### src/rtl/mm_arb_pkg.sv
// Shared types and helpers for the two-master bus_MM arbiter.
// Holds the ownership state encoding, idle bus values and the tie-break rule.
package mm_arb_pkg;

    typedef enum logic [1:0] {
        IDLE = 2'd0,
        OWN0 = 2'd1,
        OWN1 = 2'd2
    } arb_state_t;

    localparam logic [7:0] IDLE_ADDR = 8'd99;
    localparam logic [7:0] IDLE_DATA = 8'd99;

    // Round-robin pick: a tie goes to the master that was not granted last.
    function automatic arb_state_t next_owner(input logic req0,
                                              input logic req1,
                                              input logic last_gnt);
        arb_state_t nxt;
        nxt = IDLE;
        if (req0 && req1) begin
            nxt = last_gnt ? OWN0 : OWN1;
        end else if (req0) begin
            nxt = OWN0;
        end else if (req1) begin
            nxt = OWN1;
        end
        return nxt;
    endfunction

endpackage

### src/rtl/mm_arb_mux.sv
// Combinational owner-select mux: routes the owning master to the slave and
// generates per-master waitrequest; idle values are driven when nobody owns.
module mm_arb_mux
    import mm_arb_pkg::*;
#(
    parameter int         AW            = 8,
    parameter int         DW            = 8,
    parameter logic [7:0] IDLE_ADDR_VAL = IDLE_ADDR,
    parameter logic [7:0] IDLE_DATA_VAL = IDLE_DATA
) (
    input  arb_state_t    owner,
    input  logic [AW-1:0] m0_address,
    input  logic          m0_write,
    input  logic          m0_read,
    input  logic [DW-1:0] m0_writedata,
    output logic [DW-1:0] m0_readdata,
    output logic          m0_waitrequest,
    input  logic [AW-1:0] m1_address,
    input  logic          m1_write,
    input  logic          m1_read,
    input  logic [DW-1:0] m1_writedata,
    output logic [DW-1:0] m1_readdata,
    output logic          m1_waitrequest,
    output logic [AW-1:0] s_address,
    output logic          s_write,
    output logic          s_read,
    output logic [DW-1:0] s_writedata,
    input  logic [DW-1:0] s_readdata,
    input  logic          s_waitrequest
);

    always_comb begin
        s_address      = AW'(IDLE_ADDR_VAL);
        s_writedata    = DW'(IDLE_DATA_VAL);
        s_write        = 1'b0;
        s_read         = 1'b0;
        m0_waitrequest = 1'b1;
        m1_waitrequest = 1'b1;
        // A simultaneous write+read is illegal; the write wins.
        case (owner)
            OWN0: begin
                s_address      = m0_address;
                s_writedata    = m0_writedata;
                s_write        = m0_write;
                s_read         = m0_read & ~m0_write;
                m0_waitrequest = s_waitrequest;
            end
            OWN1: begin
                s_address      = m1_address;
                s_writedata    = m1_writedata;
                s_write        = m1_write;
                s_read         = m1_read & ~m1_write;
                m1_waitrequest = s_waitrequest;
            end
            default: ;
        endcase
    end

    // Read data is broadcast; only the owner's completion cycle is meaningful.
    assign m0_readdata = s_readdata;
    assign m1_readdata = s_readdata;

endmodule

### src/rtl/mm_arbiter_2to1.sv
// Two-master round-robin arbiter for the bus_MM memory-mapped bus.
// Define MM_ARB_LOCK_EN to add m0_lock/m1_lock for back-to-back locked transfers.
module mm_arbiter_2to1
    import mm_arb_pkg::*;
#(
    parameter int         AW       = 8,
    parameter int         DW       = 8,
    parameter logic [7:0] IDLE_VAL = IDLE_ADDR
) (
    input  logic          CLK,
    input  logic          reset,
`ifdef MM_ARB_LOCK_EN
    input  logic          m0_lock,
    input  logic          m1_lock,
`endif
    input  logic [AW-1:0] m0_address,
    input  logic          m0_write,
    input  logic          m0_read,
    input  logic [DW-1:0] m0_writedata,
    output logic [DW-1:0] m0_readdata,
    output logic          m0_waitrequest,
    input  logic [AW-1:0] m1_address,
    input  logic          m1_write,
    input  logic          m1_read,
    input  logic [DW-1:0] m1_writedata,
    output logic [DW-1:0] m1_readdata,
    output logic          m1_waitrequest,
    output logic [AW-1:0] s_address,
    output logic          s_write,
    output logic          s_read,
    output logic [DW-1:0] s_writedata,
    input  logic [DW-1:0] s_readdata,
    input  logic          s_waitrequest
);

    arb_state_t state, state_nxt, owner;
    logic       last_gnt, last_gnt_nxt;
    logic       m0_req, m1_req;
    logic       lock0, lock1;

    assign m0_req = m0_write | m0_read;
    assign m1_req = m1_write | m1_read;

`ifdef MM_ARB_LOCK_EN
    assign lock0 = m0_lock;
    assign lock1 = m1_lock;
`else
    assign lock0 = 1'b0;
    assign lock1 = 1'b0;
`endif

    always_ff @(posedge CLK) begin
        if (reset) begin
            state    <= IDLE;
            last_gnt <= 1'b1;
        end else begin
            state    <= state_nxt;
            last_gnt <= last_gnt_nxt;
        end
    end

    // Owner releases to the other master if it is waiting, else to IDLE;
    // a stalled owner (request held, waitrequest high) is never preempted.
    always_comb begin
        state_nxt    = state;
        last_gnt_nxt = last_gnt;
        case (state)
            IDLE: state_nxt = next_owner(m0_req, m1_req, last_gnt);
            OWN0: begin
                if (!m0_req) begin
                    state_nxt = next_owner(1'b0, m1_req, last_gnt);
                end else if (!s_waitrequest) begin
                    last_gnt_nxt = 1'b0;
                    if (!lock0) state_nxt = next_owner(1'b0, m1_req, 1'b0);
                end
            end
            OWN1: begin
                if (!m1_req) begin
                    state_nxt = next_owner(m0_req, 1'b0, last_gnt);
                end else if (!s_waitrequest) begin
                    last_gnt_nxt = 1'b1;
                    if (!lock1) state_nxt = next_owner(m0_req, 1'b0, 1'b1);
                end
            end
            default: state_nxt = IDLE;
        endcase
    end

    // Reset forces idle bus values immediately, even mid-transfer.
    assign owner = reset ? IDLE : state;

    mm_arb_mux #(
        .AW            (AW),
        .DW            (DW),
        .IDLE_ADDR_VAL (IDLE_VAL),
        .IDLE_DATA_VAL (IDLE_VAL)
    ) u_mux (
        .owner          (owner),
        .m0_address     (m0_address),
        .m0_write       (m0_write),
        .m0_read        (m0_read),
        .m0_writedata   (m0_writedata),
        .m0_readdata    (m0_readdata),
        .m0_waitrequest (m0_waitrequest),
        .m1_address     (m1_address),
        .m1_write       (m1_write),
        .m1_read        (m1_read),
        .m1_writedata   (m1_writedata),
        .m1_readdata    (m1_readdata),
        .m1_waitrequest (m1_waitrequest),
        .s_address      (s_address),
        .s_write        (s_write),
        .s_read         (s_read),
        .s_writedata    (s_writedata),
        .s_readdata     (s_readdata),
        .s_waitrequest  (s_waitrequest)
    );

endmodule

### config.mk
export PLATFORM = sky130hd
export DESIGN_NAME = mm_arbiter_2to1
export DESIGN_NICKNAME = d
export VERILOG_FILES = /design/src/rtl/mm_arb_pkg.sv /design/src/rtl/mm_arb_mux.sv /design/src/rtl/mm_arbiter_2to1.sv
export SDC_FILE = /design/constraint.sdc
export NUM_CORES = 1
export LEC_CHECK = 0
export BUFFER_PORTS_ARGS = -buffer_cell sky130_fd_sc_hd__buf_2
export CAP_MARGIN = 30
export CELL_PAD_IN_SITES_DETAIL_PLACEMENT = 0
export CELL_PAD_IN_SITES_GLOBAL_PLACEMENT = 1
export CORE_MARGIN = 2
export CORE_UTILIZATION = 19
export DETAILED_ROUTE_END_ITERATION = 16
export PLACE_DENSITY = 0.84
export SLEW_MARGIN = 10
export SYNTH_ARGS = -nofsm -noshare
export SYNTH_HDL_FRONTEND = slang
export SYNTH_SLANG_ARGS = --single-unit
### constraint.sdc
create_clock -name CLK -period 3.01 [get_ports CLK]
set_input_delay 0.4515 -clock CLK [delete_from_list [all_inputs] [get_ports CLK]]
set_output_delay 0.4515 -clock CLK [all_outputs]
set_load 0.01 [all_outputs]
Word level (Yosys, flattened, before mapping)
Index checks and enable logic that the tools add are counted.

operators by class
  magnitude comparators = 0
  shifts and indexed selects = 0
  div/mod/pow operators = 0
  $mul = 0
  $add $sub $neg = 0
  equality and inequality tests = 10
  reduce and logical (&&, ||, !) cells = 5
  muxes and demuxes = 22
  bitwise gates (word level) = 6

operators with widths
  operator            number
  $pmux 8 s2          2
  $mux 2              9
  $ne 2x2->1 const B  4
  $mux 1              7
  $ne 3x3->1 const B  2
  $pmux 1 s2          3
  $pmux 2 s3          1
  $reduce_and 5->1    1
  $eq 2x1->1 const B  2
  $eq 2x2->1 const B  2
  $and 1x1->1         2
  $logic_not 2->1     1
  $not 1->1           2
  $or 1x1->1          2
  $reduce_and 2->1    1
  $reduce_bool 2->1   1
  $logic_and 1x1->1   1

storage, ports and cells
  memories = 0
  input bits = 47
  register bits = 3
  bits in writable memories = 0
  ROM bits = 0
  latch bits = 0
  output and inout port bits = 36
  word-level logic and storage cells = 45

Longest topological paths before layout
Gate-level depths: netlist (run 1).

  word-level depth = 5
  depth in mapped cells = 8

By module
A second synthesis (run 1) with hierarchy kept.

second synthesis, totals
  cell total of the unflattened synthesis = 80
  area, all modules = 630.6 sq um

modules (own cells, without submodules)
  module           sequential area each (sq um)  area each (sq um)  cells an instance  instances
  mm_arb_mux       0.0                           446.7              57                 1
  mm_arbiter_2to1  60.1                          183.9              23                 1

Worst setup path after synthesis (run 1)
Ideal clock, no wire load.

  kind = input-to-output
  start = input port reset
  end = output port s_address[2]
  path slack = 1.175 ns
  required time = 2.558 ns
  stages on the path = 6
  arrival = 1.384 ns
  path through = inv_1 nand2_1 ha_1 buf_2 buf_2 nor2_1

between the ends
  word-level cells in the longest chain between the ends = 3

ends and longest elaborated chain
  item                                      RTL line               text
  start, declared                           mm_arbiter_2to1.sv:11  input logic reset,
  $mux 2 *                                  mm_arbiter_2to1.sv:90  assign owner = reset ? IDLE : state;
  $eq 2x2->1 or $eq 2x1->1 (tied branches)  mm_arb_mux.sv:40       case (owner)
  $pmux 8 s2 *                              mm_arb_mux.sv:40
  end, declared                             mm_arbiter_2to1.sv:28  output logic [AW-1:0] s_address,

Mark *: on every way between the ends. The rest lies on a longest branch, timed or not.

Worst setup path in the final report (run 1)
  start = input port reset
  end = output port s_read

between the ends
  word-level cells in the longest chain between the ends = 3

ends and longest elaborated chain
  item                                      RTL line               text
  $mux 2 *                                  mm_arbiter_2to1.sv:90
  $eq 2x2->1 or $eq 2x1->1 (tied branches)  mm_arb_mux.sv:40
  $pmux 1 s2 *                              mm_arb_mux.sv:40
  end, declared                             mm_arbiter_2to1.sv:30  output logic s_read,

Marks and branches as above.

==> run_results.csv, run 1 <==
group,metric,value,unit
global_route,overflow,0,
pwr,internal_power,0.000155,W
timing,tightest_slew,640,ps
global_route,grt_max_degree,20,
route,num_vias,718,
logic_synthesis,yosys.cell_types.count,23,
critical_path,worst_path_largest_cell_delay,560,ps
die,die_h,59.7,um
die,dieArea,3560,um^2
clock_network,cts-buffers-inserted,3,
timing,maxSlewHeadroom,57.4,%
route,wire_per_inst,12.2,um
critical_path,critPathRequiredTime,2560,ps
placement,dp_hpwl,1530,um
logic_synthesis,async_reset_ff_share,0,%
route,drc_errors,0,
status,status,"completed",
die,die_w,59.7,um
timing,finalSetupViolCount,0,
logic_synthesis,ys_seq_area_share,10.2,%
global_route,grt_usage,9.60,%
logic_synthesis,ys_warn_count,0,
global_route,use_met2,18.0,%
placement,place_worst_setup_slack,628,ps
die,core_area,3000,um^2
pwr,power_frac_comb,51.1,%
critical_path,crit_slowest_cell,"ha_1",
route,dr.first_iter.drc_count,31,
run,maxCapViolCount,0,
route,wl,1880,um
logic_synthesis,yosysMostFrequentCell,"buf_4",
logic_synthesis,syn-instance-count,81,
clock_network,ctsHoldBuffers,0,
pwr,power_density,308,nW/um^2
global_route,grt_util_met1,9.13,%
min_path,hp-start,"reset",
clock_network,htreeDepth,1,
timing,hold_viol,0,
timing,setup_tns,0,ps
critical_path,worst-setup-path-type,"input port to primary output",
critical_path,cp.arrival,1940,ps
critical_path,cp-startpoint,"reset",
global_route,grt_pass1_wl,2630,um
pwr,p_seq_share,20.4,%
logic_synthesis,yosysTopAreaCell,"buf_4",
logic_synthesis,ys.flop_type,"dfxtp_1",
clock_network,cts_resized,0,
die,io_pins,83,
timing,fin_crit_sh,79.4,%
critical_path,cp-end-kind,"primary output",
critical_path,cp_cell_sequence,"buf_2, inv_1, nand2_1, inv_1, ha_1, nand2_1, o22a_1, nor2_1, buf_2",
logic_synthesis,synth_commonest_cells,"buf_4 (18), nor2_1 (13), a22oi_1 (9)",
die,start_util,19.6,%
clock_network,root_buffer,"clkbuf_4",
logic_synthesis,synth_area,589,um^2
finish,final_util,26.4,%
logic_synthesis,ys_ff_latch,3,
global_route,top_usage_layer,"met2",
route,vias_per_cell,4.66,
critical_path,cp_num_buf_inv,4,
global_route,antenna_found_initial,0,
logic_synthesis,synth_area_per_cell,7.28,um^2
finish,syn_to_final_growth,34.4,%
clock_network,clock_path_buffers,2,
critical_path,crit_fanout,19,
route,first_pass_iters,4,
finish,nets,171,
critical_path,critPathTopFamily,"adder cells",
timing,fin_crit,2390,ps
placement,port-buffer-count,58,
timing,drv_slew,0,
placement,gp_congestion,0.708,
finish,drive_gt1_share,52.1,%
logic_synthesis,synth.area.top_cells,"buf_4 (23%), a221o_1 (14%), a22oi_1 (11%)",
global_route,grtUsageMet3,4.98,%
die,rows,20,
finish,diodes,0,
logic_synthesis,synth_edf_count,0,
timing,rsz0062_at_grt,"false",
global_route,grt_pass1_vias,630,
pwr,power_switching,0.0000888,W
clock_network,cts_tree,"done",
logic_synthesis,yosysTopAreaCellShare,22.9,%
clock_network,clk_latency,230,ps
route,ant_nets,0,
clock_network,cts_post_setup_buffers_inserted,0,
pwr,switching_share,36.4,%
pwr,p_clk_share,28.5,%
clock_network,cts.sinks,3,
timing,timing.fmax,418,MHz
timing,finClkSkew,2.22,ps
critical_path,r2r-start,"state[0]",
critical_path,startpoint_type,"input port",
logic_synthesis,syn_nets,130,
clock_network,clk_pin_slew,30,ps
pwr,total_power,0.000244,W
pwr,peakVddDrop,0.126,mV
timing,worst_slack,619,ps
min_path,hold_class,"input port to flop",
pwr,p_leak,0.406,nW
## sequential cells by signal, summed over array words and instances, names as in the netlist
register  cells
last_gnt      1
state         2
## final timing paths
| path | endpoint | depth (start not counted) | slack [ps] |
|---|---|---|---|
| worst max-delay path | s_read | 9 | 620 |
| worst min-delay path | state[0] | 3 | 510 |
| worst min register to register | last_gnt | 2 | 540 |
| worst max register to register | last_gnt | 2 | 2040 |
## layout by cell type (no fill, tap or decap)
master / n
clkbuf_1: 1
o21bai_1: 1
o21ai_1: 1
nor2b_4: 1
a21oi_1: 1
or2_4: 1
nand2b_1: 2
and4bb_1: 1
buf_2: 58
a221o_1: 8
a22oi_1: 9
o22a_1: 1
o221ai_1: 1
clkbuf_4: 3
dfxtp_1: 3
nand4_1: 1
inv_1: 4
o211ai_1: 1
ha_1: 2
a31oi_1: 1
nor4b_1: 1
nor2_1: 13
o21a_1: 1
nand2_1: 5
## power by group through the flow
stage / sequential [W] / combinational [W] / clock (W)
global placement: 0.0000500 / 0.000124 / 0
floorplan: 0.0000491 / 0.0000967 / 0
CTS: 0.0000496 / 0.000126 / 0.0000737
detailed placement: 0.0000502 / 0.000126 / 0
global route: 0.0000507 / 0.000139 / 0.0000774
finish: 0.0000498 / 0.000125 / 0.0000695
## through the flow
step / instance area, um^2 / std cells / hold WS, ps
global route: 792 / 154 / 518
detailed placement: 766 / 150 / 538
CTS: 792 / 154 / 498
finish: 792 / 154 / 510
floorplan: 589 / 81 / 493
global placement: 766 / 150 / 541
## final cells by class
cell class	count	area [um^2]
Timing Repair Buffer	58	290
Clock buffer	4	26.3
Multi-Input combinational cell	52	359
Sequential cell	3	60.1
Inverter	4	15.0
Tap cell	33	41.3
Fill cell	336	2210
## kinds of logic (layout without fill, tap and decap cells)
family / count (synthesis) / after routing / share of synthesized area [%]
buf+inv: 26 / 66 / 28.9
compound gates: 25 / 25 / 34.6
simple gates: 25 / 25 / 22.1
flops: 3 / 3 / 10.2
fa+ha+maj: 2 / 2 / 4.25
## tightest hold or removal path, delay by kind of cell
family | cells | cell delay [ps]
AO/OA/AOI/OAI | 2 | 140
buffers and inverters | 1 | 100
## metal layers
metal / vias up / wire, um
met2: 49 / 916
li1: 360 / -
met5: - / 0
met4: 0 / 0
met3: 0 / 263
met1: 309 / 694
Note: power is estimated with default switching activity, not from simulation.
==> inputs of run 2 (changes only) <==
--- a/config.mk
+++ b/config.mk
@@ -5,14 +5,15 @@
 export SDC_FILE = /design/constraint.sdc
 export NUM_CORES = 1
 export LEC_CHECK = 0
+export ABC_AREA = 1
 export BUFFER_PORTS_ARGS = -buffer_cell sky130_fd_sc_hd__buf_2
 export CAP_MARGIN = 30
 export CELL_PAD_IN_SITES_DETAIL_PLACEMENT = 0
 export CELL_PAD_IN_SITES_GLOBAL_PLACEMENT = 1
 export CORE_MARGIN = 2
-export CORE_UTILIZATION = 19
+export CORE_UTILIZATION = 17
 export DETAILED_ROUTE_END_ITERATION = 16
-export PLACE_DENSITY = 0.84
+export PLACE_DENSITY = 0.76
 export SLEW_MARGIN = 10
 export SYNTH_ARGS = -nofsm -noshare
 export SYNTH_HDL_FRONTEND = slang
==> constraint.sdc (replaced) <==
create_clock -name CLK -period 2.42 [get_ports CLK]
set_input_delay 0.363 -clock CLK [delete_from_list [all_inputs] [get_ports CLK]]
set_output_delay 0.363 -clock CLK [all_outputs]
set_load 0.01 [all_outputs]
==> run_results.csv, run 2 <==
group,metric,value,unit
die,io_pins,83,
route,vias_per_cell,4.00,
logic_synthesis,synth.area.top_cells,"nand2_1 (25%), buf_4 (21%), nand3_1 (15%)",
timing,tightest_slew,263,ps
status,status,"completed",
placement,gp_congestion,0.735,
critical_path,cp_cell_sequence,"inv_2, nor2_1, inv_1, ha_1, inv_1, nand3_1, buf_2",
finish,drive_gt1_share,41.9,%
logic_synthesis,async_reset_ff_share,0,%
finish,diodes,0,
logic_synthesis,ys_seq_area_share,9.13,%
logic_synthesis,yosysTopAreaCellShare,25.1,%
global_route,overflow,0,
die,core_area,3690,um^2
finish,syn_to_final_growth,43.2,%
logic_synthesis,synth_xor_area_share,0,%
die,die_h,66.2,um
logic_synthesis,synth-adder-area-share,3.80,%
clock_network,cts.sinks,3,
logic_synthesis,yosys.cell_types.count,13,
timing,drv_slew,0,
logic_synthesis,synth_compound_area_share,8.37,%
finish,reg_top3,"state (2), last_gnt (1)",
logic_synthesis,ys_ff_latch,3,
run,maxCapViolCount,0,
timing,rsz0062_at_grt,"false",
timing,finClkSkew,3.41,ps
critical_path,cp_num_buf_inv,4,
clock_network,clk_latency,220,ps
timing,fin_crit,2030,ps
pwr,peakVddDrop,0.115,mV
timing,worst_slack,395,ps
route,wl_met3,161,um
finish,largest_register_ffs,2,
clock_network,clock_path_buffers,2,
logic_synthesis,yosysTopAreaCell,"nand2_1",
logic_synthesis,yosysMostFrequentCell,"nand2_1",
route,wl_met1,872,um
logic_synthesis,synth-simple-area-share,49.2,%
logic_synthesis,syn-instance-count,126,
critical_path,cp.arrival,1660,ps
global_route,grt_max_degree,11,
placement,dp_hpwl,1690,um
timing,setup_tns,0,ps
die,die_w,66.2,um
timing,maxSlewHeadroom,82.5,%
global_route,grt_usage,10.5,%
critical_path,cpMostUsedCell,"inv_1",
critical_path,critPathTopFamily,"buffers and inverters",
route,first_pass_iters,4,
logic_synthesis,muxShareOfSynthArea,0,%
clock_network,cts_resized,0,
die,dieArea,4390,um^2
critical_path,startpoint_type,"flop",
clock_network,cts_post_setup_buffers_inserted,0,
clock_network,clk_pin_slew,30,ps
logic_synthesis,ys.flop_type,"dfxtp_1",
clock_network,cts-buffers-inserted,3,
finish,fill_cells,451,
route,dr.first_iter.drc_count,49,
min_path,hold_class,"input port to flop",
die,rows,22,
clock_network,ctsHoldBuffers,0,
route,met2_wirelength,1050,um
clock_network,root_buffer,"clkbuf_8",
route,ant_nets,0,
clock_network,htreeDepth,1,
logic_synthesis,synth_edf_count,0,
route,num_vias,879,
critical_path,critPathRequiredTime,2060,ps
timing,hold_viol,0,
clock_network,cts_tree,"done",
global_route,grt_pass1_vias,860,
finish,layout_common_cells,"buf_2 (58), nand2_1 (44), nand3_1 (20), inv_1 (10), a21oi_1 (10)",
logic_synthesis,synth_area,658,um^2
timing,finalSetupViolCount,0,
route,top_layer,"met4",
placement,port-buffer-count,58,
finish,max_flop_register,"state",
die,start_util,17.8,%
logic_synthesis,syn_nets,175,
pwr,power_density,413,nW/um^2
logic_synthesis,synth_top_family_by_area,"simple AND/OR/NAND/NOR gates",
route,drc_errors,0,
timing,fin_crit_sh,83.7,%
critical_path,worst-setup-path-type,"flop to primary output",
logic_synthesis,ys_warn_count,0,
critical_path,cp-end-kind,"primary output",
logic_synthesis,synth_commonest_cells,"nand2_1 (44), nand3_1 (20), buf_4 (18)",
critical_path,crit_fanout,8,
route,wire_per_inst,9.70,um
global_route,grt_pass1_wl,3530,um
critical_path,crit_slowest_cell,"dfxtp_1",
global_route,antenna_found_initial,0,
critical_path,worst_path_largest_cell_delay,390,ps
placement,place_worst_setup_slack,583,ps
finish,nets,222,
pwr,p_leak,0.484,nW
timing,timing.fmax,494,MHz
logic_synthesis,synth_area_per_cell,5.22,um^2
finish,layout_commonest_cell,"buf_2",
route,wl,2130,um
run 2: changes by cell type after synthesis, moves of 6 or more:
cell     delta
inv_1       +6
a221o_1     -8
nand2_1    +39
a22oi_1     -9
nand3_1    +20
a21oi_1     +9
run 2: final timing paths:
path,start,end,slack (ps),cells after the start
worst max-delay path,state[0],s_writedata[1],390,7
worst min-delay path,reset,last_gnt,420,3
worst max register to register,state[0],state[1],1460,6
worst min register to register,last_gnt,last_gnt,510,2
run 2: cells by family (layout without fill, tap and decap cells):
logic type	Yosys count	after routing
flops	3	3
compound gates	11	11
fa+ha+maj	2	2
buf+inv	33	79
simple gates	77	77
run 2: power by group:
part / internal (W) / total, W / switching, W
registers: 0.0000557 / 0.0000631 / 0.00000736
logic: 0.0000782 / 0.000180 / 0.000102
clock network: 0.000112 / 0.000146 / 0.0000336
run 2: cell type report:
cell class / count / area [um^2] / share of cell area [%]
clock buffer: 4 / 45.0 / 4.78
inverter: 12 / 45.0 / 4.78
multi-input combinational: 90 / 404 / 42.9
sequential: 3 / 60.1 / 6.37
tap: 48 / 60.1 / 6.37
timing repair buffer: 63 / 328 / 34.8
run 2: routing by layer:
| metal | GRT usage, % | vias up |
|---|---|---|
| li1 | - | 468 |
| met1 | 11.0 | 371 |
| met2 | 19.8 | 33 |
| met3 | 1.70 | 7 |
| met4 | 5.10 | 0 |
| met5 | 0 | - |
run 2: stage by stage:
stage	util [%]	hold slack (ps)	area [um^2]	cells	power, W
2_1_floorplan	-	451	658	126	0.000190
3_3_place_gp	24.3	487	897	216	0.000245
3_5_place_dp	24.3	496	897	216	0.000247
4_1_cts	25.5	431	942	220	0.000396
5_1_grt	25.5	466	942	220	0.000424
6_report	25.5	424	942	220	0.000389
run 2: worst min-delay path: stages:
cell     delay (ps)
buf_2           100
inv_1            60
nand3_1          80
